--- config.mk ---
export PLATFORM = sky130hd
export DESIGN_NAME = flash_burst_rd
export DESIGN_NICKNAME = d
export VERILOG_FILES = /design/src/rtl/flash_pkg.sv /design/src/rtl/flash_sclk_gen.sv /design/src/rtl/flash_burst_rd.sv
export SDC_FILE = /design/constraint.sdc
export NUM_CORES = 1
export LEC_CHECK = 0
export ABC_AREA = 1
export CORE_MARGIN = 2
export CORE_UTILIZATION = 50
export DETAILED_ROUTE_END_ITERATION = 12
export PLACE_DENSITY = 0.79
export SETUP_SLACK_MARGIN = 0.05
export SYNTH_ARGS = -nofsm -noshare
export SYNTH_HDL_FRONTEND = slang
export SYNTH_SLANG_ARGS = --single-unit
--- constraint.sdc ---
create_clock -name mclk -period 3.4 [get_ports mclk]
set_input_delay 0.68 -clock mclk [delete_from_list [all_inputs] [get_ports mclk]]
set_output_delay 0.68 -clock mclk [all_outputs]
set_load 0.1 [all_outputs]
--- src/rtl/flash_pkg.sv ---
// -----------------------------------------------------------------------------
// flash_pkg
// Shared definitions for the SPI NOR flash burst read engine: default
// parameters, instruction codes, request mode encodings and FSM states.
// -----------------------------------------------------------------------------
package flash_pkg;

    localparam int SCLK_DIV_DEF  = 4;   // mclk cycles per sclk period
    localparam int ADDR_NBIT_DEF = 24;  // flash address width
    localparam int LEN_NBIT_DEF  = 8;   // burst length field width
    localparam int DUMMY_CLKS    = 8;   // FAST_READ dummy sclk periods

    localparam logic [7:0] INS_READ      = 8'h03;
    localparam logic [7:0] INS_FAST_READ = 8'h0B;
    localparam logic [7:0] INS_JEDEC_ID  = 8'h9F;

    typedef enum logic [1:0] {
        MODE_READ  = 2'b00,
        MODE_FAST  = 2'b01,
        MODE_JEDEC = 2'b10,
        MODE_RSVD  = 2'b11
    } mode_e;

    typedef enum logic [2:0] {
        ST_IDLE  = 3'd0,
        ST_CSSU  = 3'd1,
        ST_INS   = 3'd2,
        ST_ADDR  = 3'd3,
        ST_DUMMY = 3'd4,
        ST_DATA  = 3'd5,
        ST_CSHD  = 3'd6
    } state_e;

    // Instruction byte sent for a captured mode.
    function automatic logic [7:0] ins_code(input mode_e m);
        case (m)
            MODE_FAST:  return INS_FAST_READ;
            MODE_JEDEC: return INS_JEDEC_ID;
            default:    return INS_READ;
        endcase
    endfunction

endpackage

--- src/rtl/flash_sclk_gen.sv ---
// -----------------------------------------------------------------------------
// flash_sclk_gen
// Serial clock divider. The count runs 0..SCLK_DIV-1 while run_i is high and
// sits at 0 otherwise. sclk is high in the upper half of each period.
//   mclk, rst    main clock, asynchronous active-high reset
//   run_i        transaction active (any state except IDLE)
//   sclk_en_i    phase that toggles sclk (INS, ADDR, DUMMY, DATA)
//   sclk_o       serial clock, SPI mode 0
//   fall_o       last mclk cycle of an sclk period (falling edge follows)
//   sample_o     first mclk cycle with sclk high (sdi sample point)
// -----------------------------------------------------------------------------
module flash_sclk_gen
    import flash_pkg::*;
#(
    parameter int SCLK_DIV = SCLK_DIV_DEF
) (
    input  logic mclk,
    input  logic rst,
    input  logic run_i,
    input  logic sclk_en_i,
    output logic sclk_o,
    output logic fall_o,
    output logic sample_o
);

    localparam int              CW   = $clog2(SCLK_DIV);
    localparam logic [CW-1:0]   LAST = CW'(SCLK_DIV - 1);
    localparam logic [CW-1:0]   HALF = CW'(SCLK_DIV / 2);

    logic [CW-1:0] cnt_q;
    logic [CW-1:0] cnt_d;

    always_comb begin
        cnt_d = cnt_q + 1'b1;
        if (!run_i || cnt_q == LAST) begin
            cnt_d = '0;
        end
    end

    // NOTE: state registers use non-blocking assignments so every flop
    // samples pre-edge values regardless of process ordering.
    always_ff @(posedge mclk or posedge rst) begin
        if (rst) begin
            cnt_q <= '0;
        end else begin
            cnt_q <= cnt_d;
        end
    end

    assign sclk_o   = sclk_en_i && (cnt_q >= HALF);
    assign fall_o   = run_i && (cnt_q == LAST);
    assign sample_o = sclk_en_i && (cnt_q == HALF);

endmodule

--- src/rtl/flash_burst_rd.sv ---
// -----------------------------------------------------------------------------
// flash_burst_rd
// SPI NOR flash burst read engine (READ / FAST_READ / JEDEC ID). Accepts one
// request at a time and streams one byte per rdv pulse.
//   mclk, rst          main clock, asynchronous active-high reset
//   rd, mode, raddr,   request strobe and fields, sampled only when idle
//   rlen               (bytes = rlen+1)
//   rbusy              transaction in progress
//   rdata, rdv         received byte and its one-cycle valid pulse
//   rdone              one-cycle pulse on return to IDLE
//   sclk, cs, sdo, sdi flash serial interface (mode 0, cs active-low)
//   wp, hold           tied inactive high
// -----------------------------------------------------------------------------
module flash_burst_rd
    import flash_pkg::*;
#(
    parameter int SCLK_DIV  = SCLK_DIV_DEF,
    parameter int ADDR_NBIT = ADDR_NBIT_DEF,  // must exceed 8
    parameter int LEN_NBIT  = LEN_NBIT_DEF
) (
    input  logic                 mclk,
    input  logic                 rst,
    input  logic                 rd,
    input  logic [1:0]           mode,
    input  logic [ADDR_NBIT-1:0] raddr,
    input  logic [LEN_NBIT-1:0]  rlen,
    output logic                 rbusy,
    output logic [7:0]           rdata,
    output logic                 rdv,
    output logic                 rdone,
    output logic                 sclk,
    output logic                 cs,
    output logic                 sdo,
    input  logic                 sdi,
    output logic                 wp,
    output logic                 hold
);

    localparam int BW = $clog2(ADDR_NBIT);

    state_e                 state_q, state_d;
    mode_e                  mode_q;
    logic [ADDR_NBIT-1:0]   addr_q;
    logic [ADDR_NBIT-1:0]   tx_q;
    logic [7:0]             rx_q, rx_d;
    logic [7:0]             rdata_q;
    logic                   rdv_q, rdone_q;
    logic [BW-1:0]          bit_cnt_q, phase_last;
    logic [LEN_NBIT:0]      byte_left_q;  // one extra bit: rlen all-ones gives 2^LEN_NBIT
    logic                   accept, fall, sample, bit_last, shift_phase;

    assign accept      = (state_q == ST_IDLE) && rd;
    assign shift_phase = (state_q == ST_INS) || (state_q == ST_ADDR) ||
                         (state_q == ST_DUMMY) || (state_q == ST_DATA);
    assign bit_last    = (bit_cnt_q == phase_last);

    flash_sclk_gen #(.SCLK_DIV(SCLK_DIV)) u_sclk_gen (
        .mclk      (mclk),
        .rst       (rst),
        .run_i     (state_q != ST_IDLE),
        .sclk_en_i (shift_phase),
        .sclk_o    (sclk),
        .fall_o    (fall),
        .sample_o  (sample)
    );

    // NOTE: every output of a combinational block gets a default first, so no
    // path through the case leaves it unassigned and infers a latch.
    always_comb begin
        state_d    = state_q;
        phase_last = BW'(7);
        case (state_q)
            ST_IDLE:  if (rd) state_d = ST_CSSU;
            ST_CSSU:  if (fall) state_d = ST_INS;
            ST_INS:   if (fall && bit_last)
                          state_d = (mode_q == MODE_JEDEC) ? ST_DATA : ST_ADDR;
            ST_ADDR: begin
                phase_last = BW'(ADDR_NBIT - 1);
                if (fall && bit_last)
                    state_d = (mode_q == MODE_FAST) ? ST_DUMMY : ST_DATA;
            end
            ST_DUMMY: begin
                phase_last = BW'(DUMMY_CLKS - 1);
                if (fall && bit_last) state_d = ST_DATA;
            end
            ST_DATA:  if (fall && bit_last && byte_left_q == (LEN_NBIT+1)'(1))
                          state_d = ST_CSHD;
            ST_CSHD:  if (fall) state_d = ST_IDLE;
            default:  state_d = ST_IDLE;
        endcase
    end

    // With SCLK_DIV=2 the 8th sample and the byte hand-off fall in the same
    // cycle, so the byte output takes the post-sample value.
    always_comb begin
        rx_d = rx_q;
        if (sample && state_q == ST_DATA) begin
            rx_d = {rx_q[6:0], sdi};
        end
    end

    always_ff @(posedge mclk or posedge rst) begin
        if (rst) begin
            state_q <= ST_IDLE;
        end else begin
            state_q <= state_d;
        end
    end

    // NOTE: all datapath flops are reset, so an aborted transaction leaves no
    // stale byte on rdata and no half-shifted instruction.
    always_ff @(posedge mclk or posedge rst) begin
        if (rst) begin
            mode_q      <= MODE_READ;
            addr_q      <= '0;
            tx_q        <= '0;
            rx_q        <= '0;
            rdata_q     <= '0;
            rdv_q       <= 1'b0;
            rdone_q     <= 1'b0;
            bit_cnt_q   <= '0;
            byte_left_q <= '0;
        end else begin
            rdv_q   <= 1'b0;
            rdone_q <= 1'b0;
            rx_q    <= rx_d;

            if (accept) begin
                mode_q      <= (mode == MODE_RSVD) ? MODE_READ : mode_e'(mode);
                addr_q      <= raddr;
                byte_left_q <= (LEN_NBIT+1)'(rlen) + 1'b1;
            end

            if (fall) begin
                bit_cnt_q <= (bit_last || !shift_phase) ? '0 : bit_cnt_q + 1'b1;

                // sdo is driven from the MSB; loading at the end of the
                // previous period puts each first bit on the wire before the
                // first rising edge of its phase.
                case (state_q)
                    ST_CSSU: tx_q <= {ins_code(mode_q), {(ADDR_NBIT-8){1'b0}}};
                    ST_INS:  tx_q <= bit_last ? addr_q : {tx_q[ADDR_NBIT-2:0], 1'b0};
                    ST_ADDR: tx_q <= {tx_q[ADDR_NBIT-2:0], 1'b0};
                    default: ;
                endcase

                if (state_q == ST_DATA && bit_last) begin
                    rdata_q     <= rx_d;
                    rdv_q       <= 1'b1;
                    byte_left_q <= byte_left_q - 1'b1;
                end

                if (state_q == ST_CSHD) begin
                    rdone_q <= 1'b1;
                end
            end
        end
    end

    assign rbusy = (state_q != ST_IDLE);
    assign cs    = (state_q == ST_IDLE) || (state_q == ST_CSHD);
    assign sdo   = ((state_q == ST_INS) || (state_q == ST_ADDR)) ? tx_q[ADDR_NBIT-1] : 1'b0;
    assign rdata = rdata_q;
    assign rdv   = rdv_q;
    assign rdone = rdone_q;
    assign wp    = 1'b1;
    assign hold  = 1'b1;

endmodule

[After elaboration in Yosys (flattened, before gate mapping)]
Index checks and enable logic that the tools add are counted.
Operators by class
  $lt $le $gt $ge: 1
  add/sub/neg operators: 4
  multiply operators: 0
  div/mod/pow operators: 0
  bitwise logic cells: 0
  eq/ne operators: 20
  shift operators: 0
  reductions and logical operators: 22
  mux-type cells: 26
Operators by type and width (count)
  $pmux 24 s3: 1
  $mux 9: 3
  $mux 24: 1
  $mux 3: 8
  $pmux 3 s7: 1
  $pmux 8 s2: 1
  $mux 5: 2
  $add 8x1->9 const B: 1
  $eq 3x3->1 const B: 3
  $eq 9x1->1 const B: 1
  $sub 9x1->9 const B: 1
  $eq 2x2->1 const B: 4
  $logic_and 1x1->1: 8
  $mux 8: 1
  $ne 2x2->1 const B: 4
  $reduce_and 7->1: 1
  $eq 3x2->1 const B: 2
  $logic_or 1x1->1: 6
  $mux 1: 6
  $ne 2x1->1 const B: 3
  $reduce_bool 3->1: 2
  $add 5x1->5 const B: 1
  $eq 5x5->1: 1
  $mux 2: 2
  other kinds (7): 9
Word-level totals
  register bits: 87
  RAM bits: 0
  memories kept: 0
  bits in read-only memories: 0
  input port bits: 38
  word-level logic and storage cells: 84
  latch bits: 0

[Longest topological paths before layout]
  depth after elaboration: 7
  gate-level depth with buffers: 12
  mapped depth without buffers: 10

[By module]
From an unflattened synthesis, not the netlist that was laid out.
Unflattened totals
  cell total of the unflattened synthesis: 569
  area, all modules: 4523.1 um^2
Modules (own cells, without submodules)
  flash_burst_rd: cells each 553, area each 4403.0 um^2, times used 1
  flash_sclk_gen: cells each 16, area each 120.1 um^2, times used 1

[Least setup slack after synthesis]
Ideal clock, no wire load.
  kind: reg-to-output
  from: reg state_q[2]
  to: out sdo
  data required time: 2.720 ns
  stages on the path, launching flop included: 4
  arrival: 1.920 ns
  slack: 0.800 ns
  path buffers: 0
  cells stage by stage: dfrtp_1 -> inv_2 -> nand2_1 -> nor2_1
On the way
  longest elaborated chain between the ends: 3
  elaborated cells between the ends (all ways): 4
Ends and longest elaborated chain
  start, declared: RTL line flash_burst_rd.sv:41  | state_e state_q, state_d;
  start signal, assigned: RTL line flash_burst_rd.sv:106  | state_q <= state_d;
  $eq 3x2->1: RTL line flash_burst_rd.sv:162  | assign sdo = ((state_q == ST_INS) || (state_q == ST_ADDR)) ? tx_q[ADDR_NBIT-1] : 1'b0;
  $logic_or 1x1->1 (*): RTL line flash_burst_rd.sv:162
  $mux 1 (*): RTL line flash_burst_rd.sv:162
  end, declared: RTL line flash_burst_rd.sv:33  | output logic sdo,
Mark *: on every way between the ends. The rest lies on a longest branch, timed or not.

[Final worst setup path]
  from: reg rdata_q[2] (netlist: rdata[2])
  to: out rdata[2]
RTL lines
  start, declared: RTL line flash_burst_rd.sv:46  | logic [7:0] rdata_q;
  start signal, assigned: RTL line flash_burst_rd.sv:148  | rdata_q <= rx_d;
  end, declared: RTL line flash_burst_rd.sv:28  | output logic [7:0] rdata,
No word-level cell between the ends.

==> flow_metrics.tcl <==
set metrics [dict create \
    status "completed" \
    setup_viol 0 \
    path_delay_family "buffers and inverters" \
    ys_types 36 \
    avgRoutedWirePerCell_um 13.0 \
    fp.dieH_um 99.2 \
    drive_above_1_share 0.104 \
    path_depth 1 \
    leakage_nw 2.66 \
    dr.pass1.iters 5 \
    required_ns 2.72 \
    crit_slowest_cell "clkdlybuf4s50_1" \
    powerDensity_nw_per_um2 772 \
    p_comb_frac 0.409 \
    slew_headroom 0.354 \
    crit_fanout 2 \
    min_path_type "flip-flop to flip-flop" \
    cts_setup_buffers 0 \
    portBuffers 51 \
    clock_skew_ns 0.00928 \
    core_um2 8760 \
    vias 3753 \
    start_util 0.517 \
    pwr-share-clk 0.177 \
    worstPathCellList "clkdlybuf4s50_1" \
    worst_slew_pin_slew_ns 0.965 \
    p_sw_frac 0.426 \
    io-pin-count 54 \
    antenna_found_initial 0 \
    max_cap_viol_count 0 \
    r2r_cells 8 \
    ant_nets 0 \
    worstSkewPairLatency_ns 0.36 \
    grt_pass1_vias 3883 \
    synth-async-reset-ratio 1.00 \
    syn_area_per_cell_um2 7.80 \
    wirelength_met1_um 4200 \
    dieWidth_um 99.2 \
    rsz0062_at_grt "false" \
    path_clk_slew_ns 0.09 \
    synth_warnings 0 \
    cts.path.max_buffers 2 \
    holdPathStages 2 \
    wl_met2_um 4790 \
    die-area_um2 9840 \
    avgViaCountPerCell 5.07 \
    fin_nets 673 \
    grt_first_pass_wirelength_um 17100 \
    fin_crit_ns 2.53 \
    grt_max_degree 45 \
    critPathCaptureType "output port" \
    row_count 34 \
    root_buffer "clkbuf_8" \
    synth_seq_area_share 0.481 \
    start_kind "flip-flop" \
    max_freq_ghz 0.395 \
    grt.total_usage 0.213 \
    final_util 0.602 \
    path_buf_inv 1 \
    ys_ff_latch 87 \
    tns_ns 0 \
    drt_iter0_markers 260 \
    peakVddDrop_mv 0.486 \
    drv_slew 0 \
    yosysTopAreaCell "dfrtp_1" \
    syn-cell-area_um2 4530 \
    grt_overflow 0 \
    yosysMostFrequentCell "nand2_1" \
    path_class "flip-flop to output port" \
    rrSetupSlack_ns 0.99 \
    ctsResizeCount 0 \
    cts_tree "yes" \
    synthTopCellsByArea "dfrtp_1 48%, nand2_1 17%, nand3_1 6.3%" \
    gp_congestion 0.819 \
    top_layer "met4" \
    nFillCells 792 \
    synth-edff-count 0 \
    dr_wl_met3_um 461 \
    cp.arrival_ns 1.85 \
    totalPowerFinal_mw 4.07 \
    p_sw_mw 1.73 \
    cp_slowest_stage_delay_ns 1.13 \
    finalWirelength_um 9590 \
    p_int_mw 2.34 \
    cts_max_level 3 \
    hold_viol_final 0 \
    finalCritPeriodShare 0.745 \
    cts_sinks 87 \
    diodes 0 \
    numCtsBuffers 9 \
    drc 0 \
    synthCells 581 \
    hpwl_um 6830 \
    synth-main-ff-cell "dfrtp_1" \
    ctsHoldBuffers 0 \
    yosys-top-cells-count "210 x nand2_1, 87 x dfrtp_1, 66 x inv_1" \
    power_frac_seq 0.413 \
    area_growth_pct 16.5 \
    synth_top_area_frac 0.481 \
]
-- cells in the final DEF, fill, tap and decap left out, types with 2 or more instances in the layout --
master / n
nand3_2: 3
nand2_4: 4
nor3_1: 2
o21ai_0: 23
clkbuf_8: 9
o211ai_1: 2
inv_1: 65
o21ai_1: 2
nand2_1: 210
nand2_2: 4
clkdlybuf4s50_1: 46
or2_2: 14
nor2_1: 28
nor2_8: 2
xnor2_1: 3
conb_1: 2
nand3_1: 57
buf_4: 9
dfrtp_1: 87
nor3_4: 2
clkinvlp_4: 3
nor2_4: 2
inv_2: 6
a21oi_1: 15
o22ai_1: 3
ha_1: 8
nand4_1: 3
xor2_1: 5
-- sequential cells by signal (all words and copies together) (netlist names) --
signal	cells
rdv	1
bit_cnt_q	5
rx_q	8
u_sclk_gen.cnt_q	2
rdata	8
state_q	3
byte_left_q	9
mode_q	2
addr_q	24
tx_q	24
rdone	1
-- path summary, 6_finish.rpt --
check | startpoint | end
max in group asynchronous | rst | u_sclk_gen.cnt_q[0]
setup reg to reg | state_q[2] | byte_left_q[0]
setup / recovery | rdata[2] | rdata[2]
min in group asynchronous | rst | addr_q[13]
hold reg to reg | rdata[4] | rdata[4]
hold / removal | rdata[4] | rdata[4]
-- worst min-delay path: stages (launching register included) --
cell and delay (ns):
dfrtp_1 0.36, nand2_1 0.05, nand2_1 0.05
-- per-stage QoR --
step | hold slack [ns] | setup slack [ns] | cells | instance area, µm²
final | 0.488 | 0.866 | 740 | 5280
after global placement | 0.453 | 0.873 | 724 | 5080
after detailed placement | 0.468 | 0.818 | 724 | 5080
after global routing | 0.507 | 0.766 | 740 | 5280
after CTS | 0.490 | 0.844 | 740 | 5280
after floorplan | 0.438 | 0.470 | 582 | 4530
-- layer usage --
metal  vias to the layer above  global-route usage
met5                         -                   0
met4                         0              0.0664
met1                      1756               0.263
li1                       1896                   -
met2                        88               0.370
met3                        13              0.0541
-- layout make-up --
type / count / area [µm²] / share of cell area
timing repair buffer: 55 / 528 / 0.100
tap: 108 / 135 / 0.0256
inverter: 73 / 278 / 0.0527
clock inverter: 6 / 70.1 / 0.0133
multi-input combinational: 401 / 1960 / 0.371
clock buffer: 10 / 128 / 0.0242
sequential: 87 / 2180 / 0.413
-- power groups by stage --
stage                     registers [mW]  logic (mW)  clock network, mW
after floorplan                     1.62        1.35                  0
after detailed placement            1.70        1.67                  0
after global placement              1.68        1.61                  0
after CTS                           1.68        1.68              0.735
final                               1.68        1.67              0.721
after global routing                1.73        1.90              0.784
-- cells by family after synthesis --
group	share of synthesized area
adders and majority gates	0.0221
buffers and inverters	0.0890
and+or+nand+nor	0.331
DFF	0.481
other	0.000828
AOI/OAI and AO/OA	0.0608
xor gates and xnor gates	0.0155
Note: power is estimated with default switching activity, not from simulation.
